--- src/rtl/shot_scheduler.sv ---
// Player shot sequencer: normal, burst and spread launches with frame-based
// gap and cooldown timing, handed to the bullet pool over valid/ready.
module shot_scheduler #(
  parameter int BURST_GAP = 4,
  parameter int CD_NORMAL = 15,
  parameter int CD_BURST  = 40,
  parameter int CD_SPREAD = 30,
  parameter int CNT_W     = 6
) (
  input  logic       clk,
  input  logic       reset,
  input  logic       frame_tick,
  input  logic       fire,
  input  logic [3:0] angle,
  input  logic       switch_shooting_mode1,
  input  logic       switch_shooting_mode2,
  input  logic       gameover,
  output logic       spawn_valid,
  output logic [3:0] spawn_angle,
  input  logic       spawn_ready,
  output logic       busy,
  output logic [2:0] shooting_led
);

  typedef enum logic [1:0] {
    IDLE,
    ISSUE,
    GAP,
    COOLDOWN
  } state_t;

  localparam logic [CNT_W-1:0] GAP_LD = CNT_W'(BURST_GAP);
  localparam logic [CNT_W-1:0] CD_N   = CNT_W'(CD_NORMAL);
  localparam logic [CNT_W-1:0] CD_B   = CNT_W'(CD_BURST);
  localparam logic [CNT_W-1:0] CD_S   = CNT_W'(CD_SPREAD);
  localparam logic [CNT_W-1:0] ONE    = CNT_W'(1);

  state_t           state;
  logic [1:0]       mode_q;
  logic [1:0]       shot_idx;
  logic [3:0]       angle_q;
  logic [CNT_W-1:0] cnt;

  logic [1:0]       mode_live;
  logic [2:0]       led_live;
  logic [1:0]       last_idx;
  logic [1:0]       next_idx;
  logic [3:0]       shot_ang;
  logic [3:0]       next_ang;
  logic [CNT_W-1:0] cd_ld;

  assign mode_live = {switch_shooting_mode1, switch_shooting_mode2};

  always_comb begin
    led_live = 3'b111;
    unique case (1'b1)
      mode_live == 2'b10: led_live = 3'b011;
      mode_live == 2'b11: led_live = 3'b001;
      default:            led_live = 3'b111;
    endcase
  end

  always_comb begin
    cd_ld = CD_N;
    unique case (1'b1)
      mode_q == 2'b10: cd_ld = CD_B;
      mode_q == 2'b11: cd_ld = CD_S;
      default:         cd_ld = CD_N;
    endcase
  end

  // Burst and spread fire three shots, normal modes a single one.
  assign last_idx = mode_q[1] ? 2'd2 : 2'd0;
  assign next_idx = shot_idx + 2'd1;

  // Spread fans out angle-1, angle, angle+1; 4-bit math gives the wrap.
  assign shot_ang = (mode_q == 2'b11)
                  ? angle_q + {2'b00, shot_idx} - 4'd1
                  : angle_q;
  assign next_ang = (mode_q == 2'b11)
                  ? angle_q + {2'b00, next_idx} - 4'd1
                  : angle_q;

  always_ff @(posedge clk) begin
    if (!reset) begin
      state        <= IDLE;
      mode_q       <= 2'b00;
      angle_q      <= 4'd0;
      shot_idx     <= 2'd0;
      cnt          <= '0;
      spawn_valid  <= 1'b0;
      spawn_angle  <= 4'd0;
      busy         <= 1'b0;
      shooting_led <= 3'b000;
    end else if (gameover) begin
      state        <= IDLE;
      shot_idx     <= 2'd0;
      cnt          <= '0;
      spawn_valid  <= 1'b0;
      busy         <= 1'b0;
      shooting_led <= 3'b000;
    end else begin
      shooting_led <= 3'b000;
      unique case (state)
        IDLE: begin
          if (fire) begin
            mode_q   <= mode_live;
            angle_q  <= angle;
            shot_idx <= 2'd0;
            state    <= ISSUE;
            busy     <= 1'b1;
          end else begin
            shooting_led <= led_live;
          end
        end
        ISSUE: begin
          if (!spawn_valid) begin
            spawn_valid <= 1'b1;
            spawn_angle <= shot_ang;
          end else if (spawn_ready) begin
            if (shot_idx != last_idx) begin
              shot_idx <= next_idx;
              if (mode_q[0]) begin
                spawn_angle <= next_ang;
              end else begin
                spawn_valid <= 1'b0;
                state       <= GAP;
                cnt         <= GAP_LD;
              end
            end else begin
              spawn_valid <= 1'b0;
              state       <= COOLDOWN;
              cnt         <= cd_ld;
            end
          end
        end
        GAP: begin
          if (cnt == '0) begin
            state <= ISSUE;
          end else if (frame_tick) begin
            cnt <= cnt - ONE;
          end
        end
        COOLDOWN: begin
          if (cnt == '0) begin
            state        <= IDLE;
            busy         <= 1'b0;
            shooting_led <= led_live;
          end else if (frame_tick) begin
            cnt <= cnt - ONE;
          end
        end
        default: state <= IDLE;
      endcase
    end
  end

endmodule

--- config.mk ---
export PLATFORM = sky130hd
export DESIGN_NAME = shot_scheduler
export DESIGN_NICKNAME = d
export VERILOG_FILES = /design/src/rtl/shot_scheduler.sv
export SDC_FILE = /design/constraint.sdc
export NUM_CORES = 1
export LEC_CHECK = 0
export CELL_PAD_IN_SITES_DETAIL_PLACEMENT = 1
export CELL_PAD_IN_SITES_GLOBAL_PLACEMENT = 2
export CORE_ASPECT_RATIO = 0.5
export CORE_MARGIN = 4
export CORE_UTILIZATION = 38
export CTS_BUF_LIST = sky130_fd_sc_hd__clkbuf_4
export DETAILED_ROUTE_END_ITERATION = 8
export GPL_TIMING_DRIVEN = 1
export HOLD_SLACK_MARGIN = 0.12
export PLACE_DENSITY = 0.95
export SLEW_MARGIN = 10
export SYNTH_ARGS = -nofsm -noshare
export SYNTH_HDL_FRONTEND = slang
export SYNTH_SLANG_ARGS = --single-unit
--- constraint.sdc ---
create_clock -name clk -period 5.77 [get_ports clk]
set_input_delay 1.731 -clock clk [delete_from_list [all_inputs] [get_ports clk]]
set_output_delay 1.731 -clock clk [all_outputs]
set_load 0.02 [all_outputs]
-- After elaboration in Yosys (flattened, before gate mapping)
Index checks and enable logic that the tools add are counted.
- bits in registers: 25
- input port bits: 12
- output and inout port bits: 9
- logic and storage cells: 89
- $add $sub $neg: 6
- eq/ne operators: 20
- multiplexer cells: 39
- bitwise operators: 2
- reduce and logical (&&, ||, !) cells: 13
- operators by type and width (kind ; number):
    6-bit two-way mux ; 6
    2-bit two-way mux ; 12
    4-bit two-way mux ; 6
    6-bit case mux with 2 select lines ; 2
    2-bit != test (second input constant) ; 7
    2-bit == test (second input constant) ; 6
    3-bit case mux with 2 select lines ; 2
    6-bit AND reduction ; 2
    5-bit AND reduction ; 2
    4-bit by 2-bit adder with 4-bit output ; 2
    2-bit by 1-bit != test with 1-bit output (second input constant) ; 4
    2-bit case mux with 4 select lines ; 1
    4-bit by 1-bit subtractor with 4-bit output (second input constant) ; 2
    6-bit logical NOT ; 1
    1-bit two-way mux ; 6
    3-bit two-way mux ; 2
    3-bit AND reduction ; 2
    2-bit nonzero test ; 3
    6-bit by 1-bit subtractor with 6-bit output (second input constant) ; 1
    2-bit case mux with 2 select lines ; 1
    2-bit OR reduction ; 2
    3-bit != test (second input constant) ; 1
    2-bit by 1-bit adder with 2-bit output (second input constant) ; 1
    2-bit by 1-bit == test with 1-bit output (second input constant) ; 1
    other kinds (4) ; 5

-- Longest topological paths before layout
Gate-level depths: netlist (run 1).
- word-level depth: 8
- mapped depth: 10
- depth with buffers taken out: 9

-- Worst setup path after synthesis (run 1)
Ideal clock, no wire load.
- path kind: input port to flip-flop
- start: in spawn_ready
- end: reg cnt[2]
- library setup time: 0.132 ns
- arrival time: 2.538 ns
- required time: 5.638 ns
- slack: 3.099 ns
- cell stages on the path: 4
- buffers on the path: 0
- cells stage by stage: nand2_1 > o221a_2 > nor4_1 > o32ai_1
- cells in the longest elaborated chain, start to end: 2
- ends and longest elaborated chain (what ; line ; text):
    start, declared ; 20 ; input logic spawn_ready,
    2-bit != test (no line) ; -- ;
    6-bit AND reduction (no line) ; -- ;
    end signal, assigned ; 133 ; cnt <= cd_ld;
    end signal, assigned ; 141 ; cnt <= cnt - ONE;
    end signal, assigned ; 150 ; cnt <= cnt - ONE;
    end, declared ; 42 ; logic [CNT_W-1:0] cnt;
No other way between the ends.
A chain may end at the register's enable or synchronous reset.

-- Worst setup path in the final report (run 1)
- start: reg spawn_valid
- end: out spawn_valid
- RTL lines (what ; line ; text):
    start, declared ; 18 ; output logic spawn_valid,
    start signal, assigned ; 91 ; spawn_valid <= 1'b0;
    start signal, assigned ; 99 ; spawn_valid <= 1'b0;
    start signal, assigned ; 118 ; spawn_valid <= 1'b1;
No word-level cell between the ends.

==> results by group, run 1 <==
Final layout
  • Highest-count cells in the layout ignoring fill and taps: dfxtp_1, nor2_1, clkdlybuf4s50_1
  • Commonest non-fill, non-tap cell in the layout: dfxtp_1
  • FILL cells: 500
  • Syn-to-layout area delta: 13.7%
  • Final Non-Filler Cells: 265
  • Sequential Area: 500 sq um
  • Diodes inserted: 0
  • Final-stage net count: 238
  • Area occupied by multi-input gates: 1080 sq um
  • Layout cell share with drive strength beyond 1: 5.21%

Place
  • Placed cell count: 261
  • HPWL Detailed: 3540 microns
  • I/O Buffers: 20
  • Setup WS pre-CTS: 2390 ps
  • GP Congestion: 0.830

CTS
  • H-tree depth: 1
  • Num CTS Buffers: 3
  • Sink Count: 25
  • CTS max path bufs: 2
  • Clock slew at reported path FFs: 160 ps
  • # hold bufs at CTS: 0
  • Post-cts sizing count: 0
  • Clock Latency Late Sink: 340 ps
  • CTS tree: done
  • Post-CTS setup buffer count: 0
  • Clock root buffer: clkbuf_4

Global route
  • First-pass GRT wire length: 7680 microns
  • Overflow after GRT: 0
  • Initial antenna violation count: 0
  • Number of global-route vias before repair: 1592
  • All-Layer GR Usage: 16.7%
  • Largest net degree at the start of global routing: 17

Critical path
  • CP Depth: 1
  • Worst setup SP type: flop
  • Critical Path RT: 4040 ps
  • CP delay by family, top: buffers and inverters
  • Worst setup path class: flop to primary output
  • Slowest CP cell: clkdlybuf4s50_1
  • CP Buf/Inv Count: 1
  • Critical Path AT: 1670 ps
  • R2R cell count: 9
  • CP Launch Point: spawn_valid
  • CP max stage delay: 700 ps
  • Worst-path cell chain: clkdlybuf4s50_1
  • Crit Path Max Fanout: 10
  • FF-to-FF Start: shot_idx[0]
  • CP Capture Type: primary output

Floorplan
  • Starting density of the core: 41.5%
  • Io pins: 21
  • Die ar.: 5710 sq um
  • Die W: 103 microns
  • # rows: 16
  • Core area: 4120 sq um
  • Die span in y: 55.5 microns

Logic synthesis
  • Post-synth top flop: dfxtp_1
  • Yosys reg bits: 25
  • Netlist cell types: 49
  • Post-synth top area cell: dfxtp_1
  • Post-synthesis sequential area ratio: 29.2%
  • Synth Warn #: 0
  • Largest cells by area after synthesis: dfxtp_1, ha_1, mux2i_1
  • Syn nets: 223
  • Cell Area, Synth: 1710 sq um
  • Avg Cell Area, Syn: 8.69 sq um
  • Cells after synthesis: 197
  • Top cell type's share of synthesized area: 29.2%
  • Async S/R FF share, synth: 0%
  • EDFF count, synth: 0

STA
  • Final Setup Violations: 0
  • Worst clock skew: 4.07 ps
  • Min cycle time layout: 3400 ps
  • Worst Max-Slew Pin Slew: 609 ps
  • Max-slew violations: 0
  • Fmax: 294 MHz
  • Final WS setup: 2370 ps
  • Crit share post-route: 58.9%
  • Hold Fails Final Rpt: 0
  • Fin Setup TNS: 0 ps
  • RSZ-0062 raised after global routing: false
  • Slew Limit Headroom: 59.3%

Power
  • Power Density: 181 nW/um^2
  • Net Switching: 0.000111 W
  • Total internal power: 0.000242 W
  • Clock Power Share: 25.3%
  • VDD IR max: 0.0910 mV
  • Sequential share of power: 52.7%
  • Sw Ratio: 31.4%
  • Leak Pwr: 0.747 nW
  • Comb power frac: 22.0%

Min path
  • Worst hold stages: 2
  • HP Start: cnt[5]
  • Hold Path Class: flop to flop

Route
  • DRT iter0 DRCs: 61
  • Remaining DRCs: 0
  • Vias per cell: 5.61
  • Final ANT Viol Nets: 0
  • Routed wire length: 4540 microns
  • DRT Pass-1 Iters: 7
  • Post-DR wirelength/cell: 17.1 microns
  • Routed via count: 1487

Job
  • Max_cap viols: 0

Status
  • Status: completed
==> per-layer routing <==
layer	up-vias	share of wire, %	track usage, %
met5	-	0	0
met4	0	0.22	2.95
met3	2	2.6	4.02
met2	19	50	27.4
met1	730	48	22.4
li1	736	-	-
==> final cells by class <==
cell class	count	share of cell area, %
Timing Repair Buffer	20	10.3
Inverter	17	3.28
Clock buffer	3	1.16
Tap cell	54	3.47
Sequential cell	25	25.7
Multi-Input combinational cell	145	55.7
Clock inverter	1	0.450
==> metrics by stage <==
stage	hold WS [ps]	instance area [sq um]	utilization [%]	total power [W]
4_1_cts	490	1950	47.2	0.000355
3_5_place_dp	469	1920	46.5	0.000267
5_1_grt	521	1950	47.2	0.000371
6_report	495	1950	47.2	0.000353
2_1_floorplan	449	1710	-	0.000240
3_3_place_gp	460	1920	46.5	0.000264
==> registers in the layout, indices dropped and copies added, names as in the netlist <==
register / cells
spawn_angle: 4
cnt: 6
angle_q: 4
busy: 1
shooting_led: 3
shot_idx: 2
spawn_valid: 1
state: 2
mode_q: 2
==> worst reg2reg max path, delay by kind of cell, from the launching register on <==
| kind | cells | cell delay (ps) |
|---|---|---|
| adders and majority gates | 3 | 870 |
| DFF | 1 | 680 |
| and+or+nand+nor | 1 | 310 |
| AOI/OAI and AO/OA | 1 | 270 |
| xor gates and xnor gates | 2 | 230 |
| muxes | 1 | 200 |
| buffers and inverters | 1 | 50 |
==> logic make-up (layout without fill, tap and decap cells) <==
kind of cell             after synthesis  in the layout  synth area share (%)
AND/OR/NAND/NOR                       70             70                  21.7
XOR/XNOR                               6              6                  4.17
AO/OA/AOI/OAI                         42             42                  17.7
flip-flops                            25             25                  29.2
buffers and inverters                 27             41                  7.46
adder cells (fa/ha/maj)               14             14                  11.1
multiplexers                          13             13                  8.63
==> cell usage after synthesis, drive strengths merged, types with 3 or more instances <==
library cell,instances
a21oi,14
a31oi,4
buf,7
clkbuf,3
dfxtp,25
ha,12
inv,17
mux2i,12
nand2,7
nand2b,3
nand3,7
nand4,3
nor2,21
nor2b,5
nor3,7
nor4,5
o21ai,4
o31ai,3
o32ai,3
xnor2,4
==> power groups by stage <==
stage | Sequential, W | Combinational (W) | Clock (W)
after detailed placement | 0.000190 | 0.0000778 | 0
after global placement | 0.000189 | 0.0000746 | 0
after floorplan | 0.000188 | 0.0000519 | 0
after global routing | 0.000187 | 0.0000859 | 0.0000980
final | 0.000186 | 0.0000778 | 0.0000894
after CTS | 0.000186 | 0.0000782 | 0.0000911
==> path summary, 6_finish.rpt <==
check	slack (ps)	to
worst max register to register	3080	spawn_angle[3]
worst max-delay path	2370	spawn_valid
worst min register to register	500	cnt[5]
worst min-delay path	500	cnt[5]
Note: power is estimated with default switching activity, not from simulation.
==> run 2, diff against run 1 <==
--- a/config.mk
+++ b/config.mk
@@ -9,12 +9,12 @@
 export CELL_PAD_IN_SITES_GLOBAL_PLACEMENT = 2
 export CORE_ASPECT_RATIO = 0.5
 export CORE_MARGIN = 4
-export CORE_UTILIZATION = 38
+export CORE_UTILIZATION = 31
 export CTS_BUF_LIST = sky130_fd_sc_hd__clkbuf_4
 export DETAILED_ROUTE_END_ITERATION = 8
 export GPL_TIMING_DRIVEN = 1
 export HOLD_SLACK_MARGIN = 0.12
-export PLACE_DENSITY = 0.95
+export PLACE_DENSITY = 0.84
 export SLEW_MARGIN = 10
 export SYNTH_ARGS = -nofsm -noshare
 export SYNTH_HDL_FRONTEND = slang
==> constraint.sdc (replaced) <==
create_clock -name clk -period 3.1 [get_ports clk]
set_input_delay 0.93 -clock clk [delete_from_list [all_inputs] [get_ports clk]]
set_output_delay 0.93 -clock clk [all_outputs]
set_load 0.02 [all_outputs]
==> run 2 against run 1 <==
Cell count increased by 7.2%. Sequential power is 85% higher. Core utilization is 8.5 points lower. Largest cell class unchanged. Largest power group unchanged. Highest routed layer unchanged.
==> results by group, run 2 (synthesis gave the netlist of run 1 again) <==
Global route
  • Largest net degree at the start of global routing: 17
  • First-pass GRT wire length: 7910 microns
  • Number of global-route vias before repair: 1559
  • All-Layer GR Usage: 14.6%
  • Initial antenna violation count: 0
  • Overflow after GRT: 0

Route
  • DR top layer: met4
  • Remaining DRCs: 0
  • Routed via count: 1490
  • DRT Pass-1 Iters: 4
  • Routed length on met1: 2270 microns
  • DR WL met3: 77 microns
  • Post-DR wirelength/cell: 16.2 microns
  • Final ANT Viol Nets: 0
  • DRT iter0 DRCs: 49
  • Routed wire length: 4600 microns
  • Met2 routed wirelength: 2220 microns
  • Vias per cell: 5.25

STA
  • Slew Limit Headroom: 58.0%
  • Worst clock skew: 5.44 ps
  • Min cycle time layout: 2530 ps
  • Crit share post-route: 81.5%
  • Max-slew violations: 0
  • Worst Max-Slew Pin Slew: 628 ps
  • Fmax: 396 MHz
  • Hold Fails Final Rpt: 0
  • RSZ-0062 raised after global routing: false
  • Fin Setup TNS: 0 ps
  • Final Setup Violations: 0

Critical path
  • CP Capture Type: flop
  • Critical Path RT: 3370 ps
  • Crit Path Max Fanout: 7
  • Worst setup SP type: flop
  • Worst setup path class: flop to flop
  • Critical Path AT: 2790 ps

Final layout
  • Diodes inserted: 0
  • Biggest register: cnt
  • Largest registers: cnt (6), angle_q (4), spawn_angle (4)
  • Syn-to-layout area delta: 16.2%
  • Commonest non-fill, non-tap cell in the layout: dfxtp_1
  • Area occupied by multi-input gates: 1080 sq um
  • Highest-count cells in the layout ignoring fill and taps: dfxtp_1, nor2_1, clkdlybuf4s50_1
  • FILL cells: 630
  • Final design utilization: 38.7%
  • Final-stage net count: 241
  • Layout cell share with drive strength beyond 1: 6.54%
  • Sequential Area: 500 sq um
  • Max reg flops: 6

Place
  • I/O Buffers: 20
  • HPWL Detailed: 3560 microns
  • GP Congestion: 0.802

CTS
  • Post-cts sizing count: 0
  • CTS tree: done
  • H-tree depth: 1
  • Num CTS Buffers: 3
  • CTS max path bufs: 2
  • # hold bufs at CTS: 0
  • Sink Count: 25
  • Clock Latency Late Sink: 340 ps
  • Clock slew at reported path FFs: 160 ps
  • Clock root buffer: clkbuf_4
  • Post-CTS setup buffer count: 0

Power
  • Power Density: 332 nW/um^2
  • Leak Pwr: 0.763 nW
  • VDD IR max: 0.153 mV

Status
  • Status: completed

Floorplan
  • # rows: 18
  • Core area: 5130 sq um
  • Io pins: 21
  • Starting density of the core: 33.3%
  • Die ar.: 6850 sq um
  • Die span in y: 60.5 microns
  • Die W: 113 microns

Min path
  • Hold Path Class: flop to flop

Job
  • Max_cap viols: 0
[run 2: cell types whose count changed in the layout (fill, tap and decap cells not counted)]
cell,previous run,this run
buf_4,0,3
[run 2: final timing paths]
path,endpoint,cells after the start,startpoint,slack (ps)
min,spawn_angle[2],2,spawn_angle[2],490
max,spawn_angle[3],9,shot_idx[1],570
min reg2reg,spawn_angle[2],2,spawn_angle[2],490
max reg2reg,spawn_angle[3],9,shot_idx[1],570
[run 2: worst max-delay path: stages (launching register included)]
cell and delay (ps):
dfxtp_1 610, inv_1 130, ha_1 300, inv_1 40, ha_1 190, fa_1 360
mux2i_1 180, xnor2_1 90, or3_1 300, a311oi_1 250
[run 2: layout make-up]
class	count	share of cell area, %
Clock buffer	3	1.13
Clock inverter	1	0.440
Inverter	17	3.21
Multi-Input combinational cell	145	54.5
Sequential cell	25	25.2
Tap cell	70	4.40
Timing Repair Buffer	23	11.2
[run 2: routing by layer]
metal / vias to the layer above / GRT usage, %
li1: 741 / -
met1: 732 / 18.6
met2: 13 / 26.8
met3: 4 / 2.59
met4: 0 / 2.57
met5: - / 0
[run 2: metrics by stage]
stage               instances  worst slack, ps  hold slack (ps)  total power [W]  cell area, sq um
floorplan                 197              639              449         0.000448              1710
global placement          280              566              462         0.000494              1960
detailed placement        280              511              467         0.000499              1960
CTS                       284              572              492         0.000670              1990
global route              284              365              518         0.000702              1990
finish                    284              574              486         0.000660              1990
[run 2: power by group]
group          switching [W]  leakage [nW]  internal [W]
clock network       0.000116        0.0183     0.0000528
registers          0.0000116         0.203      0.000333
logic              0.0000808         0.541     0.0000660
==> run 3, diff against run 2 <==
--- a/config.mk
+++ b/config.mk
@@ -9,12 +9,12 @@
 export CELL_PAD_IN_SITES_GLOBAL_PLACEMENT = 2
 export CORE_ASPECT_RATIO = 0.5
 export CORE_MARGIN = 4
-export CORE_UTILIZATION = 31
+export CORE_UTILIZATION = 35
 export CTS_BUF_LIST = sky130_fd_sc_hd__clkbuf_4
 export DETAILED_ROUTE_END_ITERATION = 8
 export GPL_TIMING_DRIVEN = 1
 export HOLD_SLACK_MARGIN = 0.12
-export PLACE_DENSITY = 0.84
+export PLACE_DENSITY = 0.89
 export SLEW_MARGIN = 10
 export SYNTH_ARGS = -nofsm -noshare
 export SYNTH_HDL_FRONTEND = slang
==> constraint.sdc (replaced) <==
create_clock -name clk -period 2.6 [get_ports clk]
set_input_delay 0.78 -clock clk [delete_from_list [all_inputs] [get_ports clk]]
set_output_delay 0.78 -clock clk [all_outputs]
set_load 0.02 [all_outputs]
==> run 3 against run 2 <==
Global-route usage grew 0.85 points. Core utilization grew 5.2 points. Largest cell class unchanged. Cell area rose by 0.50%. Hold slack gained 5.3 ps. Clock skew up 14 ps. Critical path type unchanged. Count of clock-buffer cells in the layout did not move. Worst setup slack lost 310 ps. Non-clock buffer count increased by 2. Combinational power rose by 20%. Wire length shrank 4.5%. Register-to-register slack worse by 310 ps. Sequential share of layout area down 0.13 points.
==> results by group, run 3 (synthesis gave the netlist of run 1 again) <==
Power
  • Power Density: 392 nW/um^2
  • VDD IR max: 0.190 mV
  • Leak Pwr: 0.773 nW

Critical path
  • Critical Path AT: 2600 ps
  • Worst setup SP type: flop
  • CP Capture Type: flop
  • Worst R2R End: spawn_angle[3]
  • R2R cell count: 9
  • CP Launch Point: shot_idx[0]
  • Crit Path Max Fanout: 4
  • Critical Path RT: 2860 ps
  • Worst setup path class: flop to flop
  • FF-to-FF Start: shot_idx[0]
  • R2R setup slack: 270 ps
  • Crit path to: spawn_angle[3]

Final layout
  • Commonest non-fill, non-tap cell in the layout: dfxtp_1
  • Final-stage net count: 243
  • Layout cell share with drive strength beyond 1: 7.41%
  • Final Non-Filler Cells: 282
  • Highest-count cells in the layout ignoring fill and taps: dfxtp_1, nor2_1, clkdlybuf4s50_1
  • Largest registers: cnt (6), angle_q (4), spawn_angle (4)
  • Post-route cell area: 2000 sq um
  • Max reg flops: 6
  • Biggest register: cnt
  • Diodes inserted: 0
  • FILL cells: 568
  • Syn-to-layout area delta: 16.8%

Job
  • Max_cap viols: 0

STA
  • Hold Fails Final Rpt: 0
  • Min cycle time layout: 2330 ps
  • Max-slew violations: 0
  • Worst Max-Slew Pin Slew: 634 ps
  • Worst clock skew: 19.0 ps
  • Fmax: 429 MHz
  • Crit share post-route: 89.7%
  • RSZ-0062 raised after global routing: false
  • Final Setup Violations: 0
  • Slew Limit Headroom: 57.6%
  • Fin Setup TNS: 0 ps

Min path
  • Hold Path Class: flop to flop

Global route
  • All-Layer GR Usage: 15.4%
  • Number of global-route vias before repair: 1570
  • First-pass GRT wire length: 7580 microns
  • Initial antenna violation count: 0
  • Overflow after GRT: 0
  • Largest net degree at the start of global routing: 17

Route
  • Final ANT Viol Nets: 0
  • DRT Pass-1 Iters: 4
  • Routed via count: 1490
  • Vias per cell: 5.28
  • DRT iter0 DRCs: 79
  • Post-DR wirelength/cell: 15.6 microns
  • Remaining DRCs: 0
  • Routed wire length: 4390 microns

Place
  • I/O Buffers: 20
  • GP Congestion: 0.829
  • Placed Area: 1970 sq um
  • HPWL Detailed: 3450 microns
  • Placed cell count: 278

CTS
  • Num CTS Buffers: 3
  • Sink Count: 25
  • H-tree depth: 1
  • # hold bufs at CTS: 0
  • Post-cts sizing count: 0
  • CTS max path bufs: 2
  • Clock root buffer: clkbuf_4
  • Post-CTS setup buffer count: 0
  • CTS tree: done
  • Clock slew at reported path FFs: 160 ps
  • Clock Latency Late Sink: 340 ps

Floorplan
  • # rows: 17
  • Starting density of the core: 37.6%
  • Io pins: 21
  • Core area: 4550 sq um
  • Die W: 107 microns
  • Die ar.: 6140 sq um
  • Die span in y: 57.5 microns

Status
  • Status: completed
-- run 3: worst min-delay path by stage --
stage / slack, ps / from / end / depth (start not counted)
after CTS: 490 / spawn_angle[1] / spawn_angle[1] / 2
final: 490 / spawn_angle[1] / spawn_angle[1] / 2
after global routing: 530 / cnt[5] / cnt[5] / 2
after floorplan: 450 / cnt[5] / cnt[5] / 2
after global placement: 460 / spawn_angle[1] / spawn_angle[1] / 2
after detailed placement: 460 / spawn_angle[1] / spawn_angle[1] / 2
-- run 3: cell type report --
cell class / instances / area, sq um / area share [%]
multi-input combinational: 145 / 1080 / 54.2
sequential: 25 / 500 / 25.0
clock buffer: 3 / 22.5 / 1.13
timing repair buffer: 25 / 238 / 11.9
tap: 66 / 82.6 / 4.13
clock inverter: 1 / 8.76 / 0.438
inverter: 17 / 63.8 / 3.19
-- run 3: stage by stage --
stage	utilization [%]	power [W]	worst slack [ps]	hold WS [ps]
2_1_floorplan	-	0.000534	139	449
3_3_place_gp	43.2	0.000590	265	461
3_5_place_dp	43.2	0.000595	213	464
4_1_cts	43.9	0.000794	213	491
5_1_grt	43.9	0.000838	50.6	532
6_report	43.9	0.000783	267	492
-- run 3: per-layer routing --
metal	vias to the layer above	GRT usage [%]	part of all wire [%]
li1	746	-	-
met1	713	19.1	47
met2	29	28.1	48
met3	2	2.82	3.3
met4	0	3.46	0.82
met5	-	0	0
-- run 3: worst max-delay path, cell delays in order, from the launching register on --
cell	delay [ps]
dfxtp_1	430
xnor2_1	100
ha_1	270
inv_1	40
ha_1	200
fa_1	350
mux2i_1	180
xnor2_1	120
or3_1	310
a311oi_1	270
-- run 3: power by group --
part           internal [W]  switching [W]  total, W
Sequential         0.000397      0.0000135  0.000410
Combinational     0.0000796      0.0000965  0.000176
Clock             0.0000628       0.000134  0.000197
